`src/rtl/rx_err_counter.sv`:
```
// Saturating error counter; a clear wins over a same-cycle increment.
module rx_err_counter #(
  parameter int unsigned ERR_CNT_W = 8
) (
  input  logic                 clk,
  input  logic                 rst,
  input  logic                 inc,
  input  logic                 clr,
  output logic [ERR_CNT_W-1:0] cnt
);

  // Count up to all-ones and hold there
  always_ff @(posedge clk or negedge rst) begin
    if (!rst) begin
      cnt <= '0;
    end else if (clr) begin
      cnt <= '0;
    end else if (inc && (cnt != {ERR_CNT_W{1'b1}})) begin
      cnt <= cnt + ERR_CNT_W'(1);
    end
  end

endmodule

```
`config.mk`:
```
export PLATFORM = sky130hd
export DESIGN_NAME = rx_err_counter
export DESIGN_NICKNAME = d
export VERILOG_FILES = /design/src/rtl/rx_err_counter.sv
export SDC_FILE = /design/constraint.sdc
export NUM_CORES = 1
export LEC_CHECK = 0
export ABC_AREA = 1
export CORE_MARGIN = 2
export CORE_UTILIZATION = 35
export DETAILED_ROUTE_END_ITERATION = 7
export GPL_ROUTABILITY_DRIVEN = 0
export GPL_TIMING_DRIVEN = 0
export PLACE_DENSITY = 0.66
export SLEW_MARGIN = 5
export SYNTH_ARGS = -nofsm -noshare
export SYNTH_HDL_FRONTEND = slang
export SYNTH_SLANG_ARGS = --single-unit
```
`constraint.sdc`:
```
create_clock -name clk -period 1.2 [get_ports clk]
set_input_delay 0.18 -clock clk [delete_from_list [all_inputs] [get_ports clk]]
set_output_delay 0.18 -clock clk [all_outputs]
set_load 0.02 [all_outputs]
```
==> impl_metrics.json, run 1 <==
{
  "status": "complete, but fails checks",
  "violations": "negative setup slack",
  "antenna_found_initial": 0,
  "insertedDiodeCount": 0,
  "slew_headroom_pct": 74.31,
  "netlist_area_um2": 511.7,
  "syn_avg_cell_area_um2": 6.915,
  "yosysWarnings": 0,
  "cts_buffer_depth": 2,
  "grt_pass1_wl_mm": 2.028,
  "top_register": "cnt",
  "wl_mm": 1.291,
  "crit_type": "flop to flop",
  "h-tree-depth": 1,
  "dr.first_iter.drc_count": 13,
  "post_drt_wl_per_cell_um": 11.95,
  "synth-seq-cells": 8,
  "fin_tns_setup_ns": -0.3939,
  "syn_to_final_growth_pct": 46.94,
  "routed_via_density": 4.759,
  "cp.buffers_inverters": 1,
  "track_usage_pct": 15.81,
  "cts_sinks": 8,
  "clk_pin_slew_ns": 0.07,
  "critical_path_required_ns": 1.36,
  "num_rows": 13,
  "crit_chain": "ha_4 > nand2_4 > nor2_4 > nand2_2 > nand2_2 > nand2_4 > clkinv_4 > nand2_1 > nand2_1",
  "hold_class": "primary input to asynchronous set/reset pin",
  "setup_slack_ns": -0.07735,
  "top_level_ports": 12,
  "dieHeight_um": 42.24,
  "layout_commonest_cell": "nand2_1",
  "ctsHoldBuffers": 0,
  "rsz0062_at_grt": "yes",
  "hold_viol_final": 0,
  "top_regs": "cnt (8)",
  "finalSetupViolCount": 8,
  "power_density_mw_per_mm2": 887.1,
  "placed_cell_area_um2": 664.4,
  "yosys-top-cells-area": "dfrtp_1 39%, nand2_1 18%, nand3_1 8.8%",
  "drt-pass1-iter-count": 4,
  "syn_nets": 79,
  "clock-root-buffer": "clkbuf_4",
  "layout_min_cycle_time_ns": 1.277,
  "layout_common_cells": "23 x nand2_1, 10 x inv_1, 7 x nand3_1",
  "crit_path_start_kind": "flop",
  "antenna_left": 0,
  "initial_core_util_pct": 38.37,
  "largest_reg_flops": 8,
  "netlist_instances": 74,
  "clock_latency_ns": 0.27,
  "period_share_pct": 106.4,
  "yosysSeqAreaShare_pct": 39.12,
  "yosys.area.top_type_share_pct": 39.12,
  "core_area_mm2": 0.001334,
  "synth_cell_type_count": 15,
  "path_delay_family": "simple AND/OR/NAND/NOR gates",
  "grt_max_degree": 9,
  "skew_ns": 0.01067,
  "slew_violations": 0,
  "die_x_um": 42.24,
  "cap_violations": 0,
  "die-area_mm2": 0.001784,
  "drc_errors": 0,
  "cts_tree": "built",
  "final_nets": 99,
  "hpwlAfterDp_um": 890.5,
  "grt_pass1_vias": 468,
  "max_stage_delay_ns": 0.43,
  "grt.overflow.total": 0,
  "fmaxAchievable_mhz": 782.9,
  "peakVddDrop_v": 0.0005085,
  "cp_slowest_cell": "dfrtp_2",
  "portBuffers": 11,
  "crit_arrival_ns": 1.44,
  "p_leak_nw": 0.3649,
  "synth_area_leader_cell": "dfrtp_1",
  "path_max_fanout": 6,
  "final_area_um2": 752.0,
  "drive_gt1_share_pct": 35.48,
  "vias": 514,
  "worstSetupEndpointType": "flop",
  "worst_pin_slew_ns": 0.3842,
  "cts_buffers": 3
}
layout make-up:
type	count	area [µm²]
well taps	15	18.77
multi-input cells	55	335.3
clock buffers	4	26.28
flip-flops and latches	8	205.2
fillers	120	581.8
inverters	11	46.29
repair buffers	15	120.1
stage by stage:
stage	instances	total power, mW	setup slack (ns)	utilization, %	hold slack [ns]
floorplan	74	0.3616	-0.04905	-	-0.1156
global placement	100	0.4160	-0.2127	49.81	0.4935
detailed placement	100	0.4179	-0.2272	49.81	0.4979
CTS	107	0.6590	-0.08411	53.28	0.2085
global route	108	0.6966	-0.1528	56.38	0.2358
finish	108	0.6671	-0.07735	56.38	0.1907
worst reg2reg max path, delay by kind of cell, from the launching register on:
family / cells / cell delay [ns]
adders and majority gates: 1 / 0.18
buffers and inverters: 1 / 0.09
DFF: 1 / 0.43
and+or+nand+nor: 7 / 0.48
final timing paths:
check	from	end	slack [ns]	cells after the start
worst max-delay path	cnt[0]$_DFFE_PN0P_	cnt[3]$_DFFE_PN0P_	-0.08	9
worst min-delay path	rst	cnt[3]$_DFFE_PN0P_	0.19	1
worst min register to register	cnt[4]$_DFFE_PN0P_	cnt[4]$_DFFE_PN0P_	0.55	2
max in group asynchronous	rst	cnt[5]$_DFFE_PN0P_	0.70	1
worst max register to register	cnt[0]$_DFFE_PN0P_	cnt[3]$_DFFE_PN0P_	-0.08	9
min in group clk	cnt[4]$_DFFE_PN0P_	cnt[4]$_DFFE_PN0P_	0.55	2
synthesized netlist by cell type:
master    number
o21bai_1       2
nand2_1       25
nor2_1         5
inv_1         10
nand3_1        9
clkinv_4       1
nand2_2        2
nor2_2         2
o21ai_1        1
nand2_4        1
dfrtp_1        8
a21oi_2        1
nor3_1         2
ha_1           1
a21oi_1        4
report_power, final:
part           total [mW]  switching [mW]  internal (mW)
clock               0.242           0.114          0.128
sequential          0.301          0.0181          0.283
combinational       0.123          0.0708         0.0526
what timing repair did:
| action | in CTS | in global routing |
|---|---|---|
| resized for setup | 14 | 20 |
| setup endpoints to repair | 16 | 15 |
| pin swaps | 2 | 4 |
| buffers inserted | 3 | 1 |
per-layer routing:
| layer | up-vias | share of wire, % | global-route usage (%) |
|---|---|---|---|
| met4 | 0 | 3.1 | 11.25 |
| met5 | - | 0 | 0 |
| li1 | 273 | - | - |
| met2 | 9 | 44 | 21.23 |
| met3 | 5 | 3.6 | 3.879 |
| met1 | 227 | 49 | 21.64 |
cell families after synthesis:
logic type,share of synthesized area [%]
AOI/OAI and AO/OA,9.534
buffers and inverters,9.048
adders and majority gates,2.445
and+or+nand+nor,39.85
DFF,39.12
Power figures use the tool's default switching activity.
==> run 2: changes to the inputs <==
- ABC_AREA: 1 -> 0
- CORE_AREA: default -> 2 2 39 41
- CORE_MARGIN: 2 -> default
- CORE_UTILIZATION: 35 -> default
- DIE_AREA: default -> 0 0 41 43
- PLACE_DENSITY: 0.66 -> 0.67
==> impl_metrics.json, run 2 <==
{
  "status": "complete, but fails checks",
  "violations": "negative setup slack",
  "setup_slack_ns": -0.1566,
  "largest_reg_flops": 8,
  "ctsHoldBuffers": 0,
  "wirelength_met1_um": 509,
  "crit_path_start_kind": "flop",
  "final_nets": 74,
  "crit_type": "flop to flop",
  "drt-pass1-iter-count": 4,
  "wl_mm": 1.158,
  "vias": 449,
  "slew_violations": 0,
  "dieHeight_um": 43,
  "synth-seq-cells": 8,
  "highest_layer": "met4",
  "clock-root-buffer": "clkbuf_4",
  "netlist_area_um2": 464.2,
  "grt_max_degree": 11,
  "antenna_found_initial": 0,
  "synthTopCellsByCount": "8 x dfrtp_1, 4 x nor3_1, 3 x a21oi_1, 3 x nand2b_1, 3 x nor2b_1",
  "yosysWarnings": 0,
  "num_rows": 14,
  "clk_pin_slew_ns": 0.06,
  "post-route-util_pct": 52.26,
  "synth_area_leader_cell": "dfrtp_1",
  "synthFlopType": "dfrtp_1",
  "power_density_mw_per_mm2": 804.6,
  "cts_sinks": 8,
  "cp_slowest_cell": "dfrtp_2",
  "cts_buffers": 3,
  "clock_latency_ns": 0.25,
  "syn_nets": 54,
  "ys_async_sr_fraction_pct": 100.0,
  "crit_chain": "ha_4 > and4_4 > a21boi_4 > mux2_4",
  "fin_tns_setup_ns": -0.6167,
  "hold_class": "primary input to asynchronous set/reset pin",
  "layoutNonFillerInstCount": 83,
  "place_ws_ns": -0.2958,
  "syn_avg_cell_area_um2": 9.473,
  "netlist_instances": 49,
  "layout_min_cycle_time_ns": 1.357,
  "skew_ns": 0.003943,
  "yosysSeqAreaShare_pct": 43.13,
  "p_total_mw": 0.5819,
  "routed-wl-met2_um": 584,
  "p_leak_nw": 0.2782,
  "cap_violations": 0,
  "yosys-top-cells-area": "dfrtp_1 43%, mux2_2 4.9%, nor3_1 4.3%",
  "met3_length_um": 42,
  "initial_core_util_pct": 33.54,
  "yosys.area.top_type_share_pct": 43.13,
  "worstSetupEndpointType": "flop",
  "post_drt_wl_per_cell_um": 13.95,
  "synth_cell_type_count": 28,
  "crit_arrival_ns": 1.49,
  "period_share_pct": 113.1,
  "grt_pass1_vias": 415,
  "layout_commonest_cell": "dfrtp_2",
  "die-area_mm2": 0.001763,
  "top_level_ports": 12,
  "dr.first_iter.drc_count": 10,
  "portBuffers": 10,
  "hpwlAfterDp_um": 699.2,
  "final_area_um2": 723.2,
  "fmaxAchievable_mhz": 737.1,
  "syn_to_final_growth_pct": 55.80,
  "core_area_mm2": 0.001384,
  "track_usage_pct": 15.99,
  "drc_errors": 0,
  "max_stage_delay_ns": 0.42,
  "layout_common_cells": "6 x dfrtp_2, 5 x buf_4, 4 x nor3_1",
  "hold_viol_final": 0,
  "insertedDiodeCount": 0,
  "placed_cell_area_um2": 613.1,
  "rsz0062_at_grt": "yes",
  "top_register": "cnt",
  "worst_pin_slew_ns": 0.4473,
  "die_x_um": 41,
  "top_regs": "cnt (8)",
  "path_max_fanout": 3,
  "place_inst": 75,
  "h-tree-depth": 1,
  "cts_buffer_depth": 2,
  "cts_tree": "built",
  "grt_pass1_wl_mm": 1.876,
  "synthMostInstantiatedCell": "dfrtp_1",
  "drive_gt1_share_pct": 49.25,
  "grt.overflow.total": 0,
  "slew_headroom_pct": 70.18,
  "peakVddDrop_v": 0.0005884,
  "antenna_left": 0,
  "routed_via_density": 5.410,
  "finalSetupViolCount": 7,
  "synth-edff-count": 0,
  "critical_path_required_ns": 1.33,
  "holdWs_ns": 0.2170
}
==> run 2: cells by family after synthesis <==
| family | after synthesis | synth area share (%) |
|---|---|---|
| DFF | 8 | 43.13 |
| muxes | 3 | 7.008 |
| buffers and inverters | 4 | 3.503 |
| AOI/OAI and AO/OA | 9 | 12.67 |
| and+or+nand+nor | 24 | 31.00 |
| adders and majority gates | 1 | 2.695 |
==> run 2: timing repair <==
action,in CTS,in global routing
endpoints found under the setup margin,14,14
pin swaps,2,1
buffers inserted,5,0
gates resized for setup,25,10
==> run 2: cell type report <==
cell class	count	area, µm²
fill	126	660.6
timing repair buffer	15	116.4
sequential	8	207.7
buffer	2	8.758
multi-input combinational	37	340.3
tap	16	20.02
inverter	2	7.507
clock buffer	3	22.52
==> run 2: worst paths after layout <==
path,from,endpoint,slack [ns],depth (start not counted)
worst min register to register,cnt[7]$_DFFE_PN0P_,cnt[7]$_DFFE_PN0P_,0.62,2
worst max-delay path,cnt[0]$_DFFE_PN0P_,cnt[0]$_DFFE_PN0P_,-0.16,4
worst min-delay path,rst,cnt[6]$_DFFE_PN0P_,0.22,1
max in group asynchronous,rst,cnt[5]$_DFFE_PN0P_,0.68,1
min in group clk,inc,cnt[2]$_DFFE_PN0P_,0.33,3
worst max register to register,cnt[0]$_DFFE_PN0P_,cnt[0]$_DFFE_PN0P_,-0.16,4
==> run 2: layer usage <==
metal	global-route usage (%)	vias up
met4	8.000	0
met5	0	-
met2	23.44	7
li1	-	219
met3	4.712	2
met1	20.46	221
==> run 2: report_power, final <==
part / internal [mW] / total [mW] / switching, mW / leakage, nW
logic: 0.0414 / 0.0877 / 0.0464 / 0.164
registers: 0.278 / 0.285 / 0.00762 / 0.101
clock network: 0.115 / 0.209 / 0.0943 / 0.0138
==> run 2: worst max-delay path: cells and delay by family, from the launching register on <==
kind | cells | cell delay, ns
AO/OA/AOI/OAI | 1 | 0.15
flip-flops | 1 | 0.42
AND/OR/NAND/NOR | 1 | 0.20
multiplexers | 1 | 0.31
adder cells (fa/ha/maj) | 1 | 0.16
==> run 3: changes to the inputs <==
- PLACE_DENSITY: 0.67 -> 0.64
- clock period: 1.2 -> 1.33 ns (I/O delays scaled with it)
==> impl_metrics.json, run 3 (synthesized netlist as in run 2, its figures left out) <==
{
  "top_regs": "cnt (8)",
  "layout_min_cycle_time_ns": 1.350,
  "antenna_found_initial": 0,
  "crit_chain": "ha_4 > and4_4 > a21boi_4 > mux2_4",
  "skew_ns": 0.003457,
  "num_rows": 14,
  "top_register": "cnt",
  "slew_headroom_pct": 72.24,
  "vias": 458,
  "cap_violations": 0,
  "layoutNonFillerInstCount": 84,
  "path_delay_family": "flip-flops",
  "dr.first_iter.drc_count": 16,
  "status": "complete, but fails checks",
  "core_area_mm2": 0.001384,
  "placed_cell_area_um2": 608.1,
  "violations": "negative setup slack",
  "final_area_um2": 686.9,
  "grt_pass1_wl_mm": 1.718,
  "drc_errors": 0,
  "cp_slowest_cell": "dfrtp_2",
  "path_depth": 4,
  "layout_common_cells": "6 x dlygate4sd2_1, 5 x dfrtp_1, 5 x buf_4",
  "portBuffers": 10,
  "ctsHoldBuffers": 0,
  "power_density_mw_per_mm2": 777.2,
  "path_max_fanout": 3,
  "fmaxAchievable_mhz": 740.5,
  "cts_buffer_depth": 2,
  "hold_class": "primary input to asynchronous set/reset pin",
  "wl_mm": 1.118,
  "drt-pass1-iter-count": 4,
  "post-route-util_pct": 49.64,
  "fin_tns_setup_ns": -0.03421,
  "rsz0062_at_grt": "yes",
  "r2r_slack_ns": -0.02,
  "setup_slack_ns": -0.02035,
  "crit_type": "flop to flop",
  "period_share_pct": 101.5,
  "insertedDiodeCount": 0,
  "dieHeight_um": 43,
  "largest_reg_flops": 8,
  "reg2reg_depth": 4,
  "crit_arrival_ns": 1.49,
  "clock-root-buffer": "clkbuf_4",
  "place_inst": 75,
  "routed_via_density": 5.452,
  "hpwlAfterDp_um": 710.6,
  "p_total_mw": 0.5339,
  "p_leak_nw": 0.2986,
  "grt_max_degree": 11,
  "grt_pass1_vias": 402,
  "worst_pin_slew_ns": 0.4165,
  "crit_path_start_kind": "flop",
  "drive_gt1_share_pct": 35.29,
  "layout_commonest_cell": "dlygate4sd2_1",
  "antenna_left": 0,
  "grt.overflow.total": 0,
  "die_x_um": 41,
  "slew_violations": 0,
  "final_nets": 74,
  "top_level_ports": 12,
  "post_drt_wl_per_cell_um": 13.31,
  "cts_sinks": 8,
  "finalSetupViolCount": 2,
  "critical_path_required_ns": 1.47,
  "worstSetupEndpointType": "flop",
  "die-area_mm2": 0.001763,
  "track_usage_pct": 14.36,
  "cts_tree": "built",
  "clock_latency_ns": 0.25,
  "holdWs_ns": 0.2238,
  "hold_viol_final": 0,
  "cts_buffers": 3,
  "max_stage_delay_ns": 0.43,
  "peakVddDrop_v": 0.0004633,
  "place_ws_ns": -0.1854,
  "fillerInstances": 142,
  "initial_core_util_pct": 33.54,
  "cp.buffers_inverters": 0,
  "syn_to_final_growth_pct": 47.98,
  "clk_pin_slew_ns": 0.06,
  "h-tree-depth": 1
}
run 3: cell types whose count changed in the layout (fill, tap and decap cells not counted), moves of 2 or more:
cell | previous run | this run
buf_2 | 3 | 1
clkdlybuf4s15_1 | 3 | 0
dfrtp_1 | 2 | 5
dfrtp_2 | 6 | 3
dlygate4sd2_1 | 1 | 6
run 3: final timing paths:
kind,start,to
worst min-delay path,rst,cnt[5]$_DFFE_PN0P_
worst min register to register,cnt[7]$_DFFE_PN0P_,cnt[7]$_DFFE_PN0P_
worst max register to register,cnt[0]$_DFFE_PN0P_,cnt[0]$_DFFE_PN0P_
max in group asynchronous,rst,cnt[2]$_DFFE_PN0P_
min in group clk,inc,cnt[2]$_DFFE_PN0P_
worst max-delay path,cnt[0]$_DFFE_PN0P_,cnt[0]$_DFFE_PN0P_
run 3: cell type report:
class / count / area (µm²) / area share (%)
plain buffers: 2 / 8.758 / 1.275
clock buffers: 4 / 26.28 / 3.825
inverters: 2 / 7.507 / 1.093
multi-input cells: 37 / 300.3 / 43.72
flip-flops and latches: 8 / 203.9 / 29.69
well taps: 16 / 20.02 / 2.914
repair buffers: 15 / 120.1 / 17.49
run 3: power breakdown:
part           internal (mW)  switching (mW)  leakage, nW
registers              0.251         0.00697        0.106
logic                 0.0377          0.0405        0.178
clock network          0.115          0.0834       0.0150
total                  0.403           0.131        0.299
run 3: layer usage:
metal  GRT usage [%]  routed length, µm  vias to the layer above
li1                -                  -                      221
met1           19.74                517                      215
met2           20.00                524                       22
met3           3.141                 77                        0
met4           8.000                  0                        0
met5               0                  0                        -
run 3: repair_timing:
item | in CTS | in global routing
buffers inserted | 5 | 0
resized for setup | 15 | 6
pin swaps | 4 | 1
setup endpoints to repair | 11 | 8
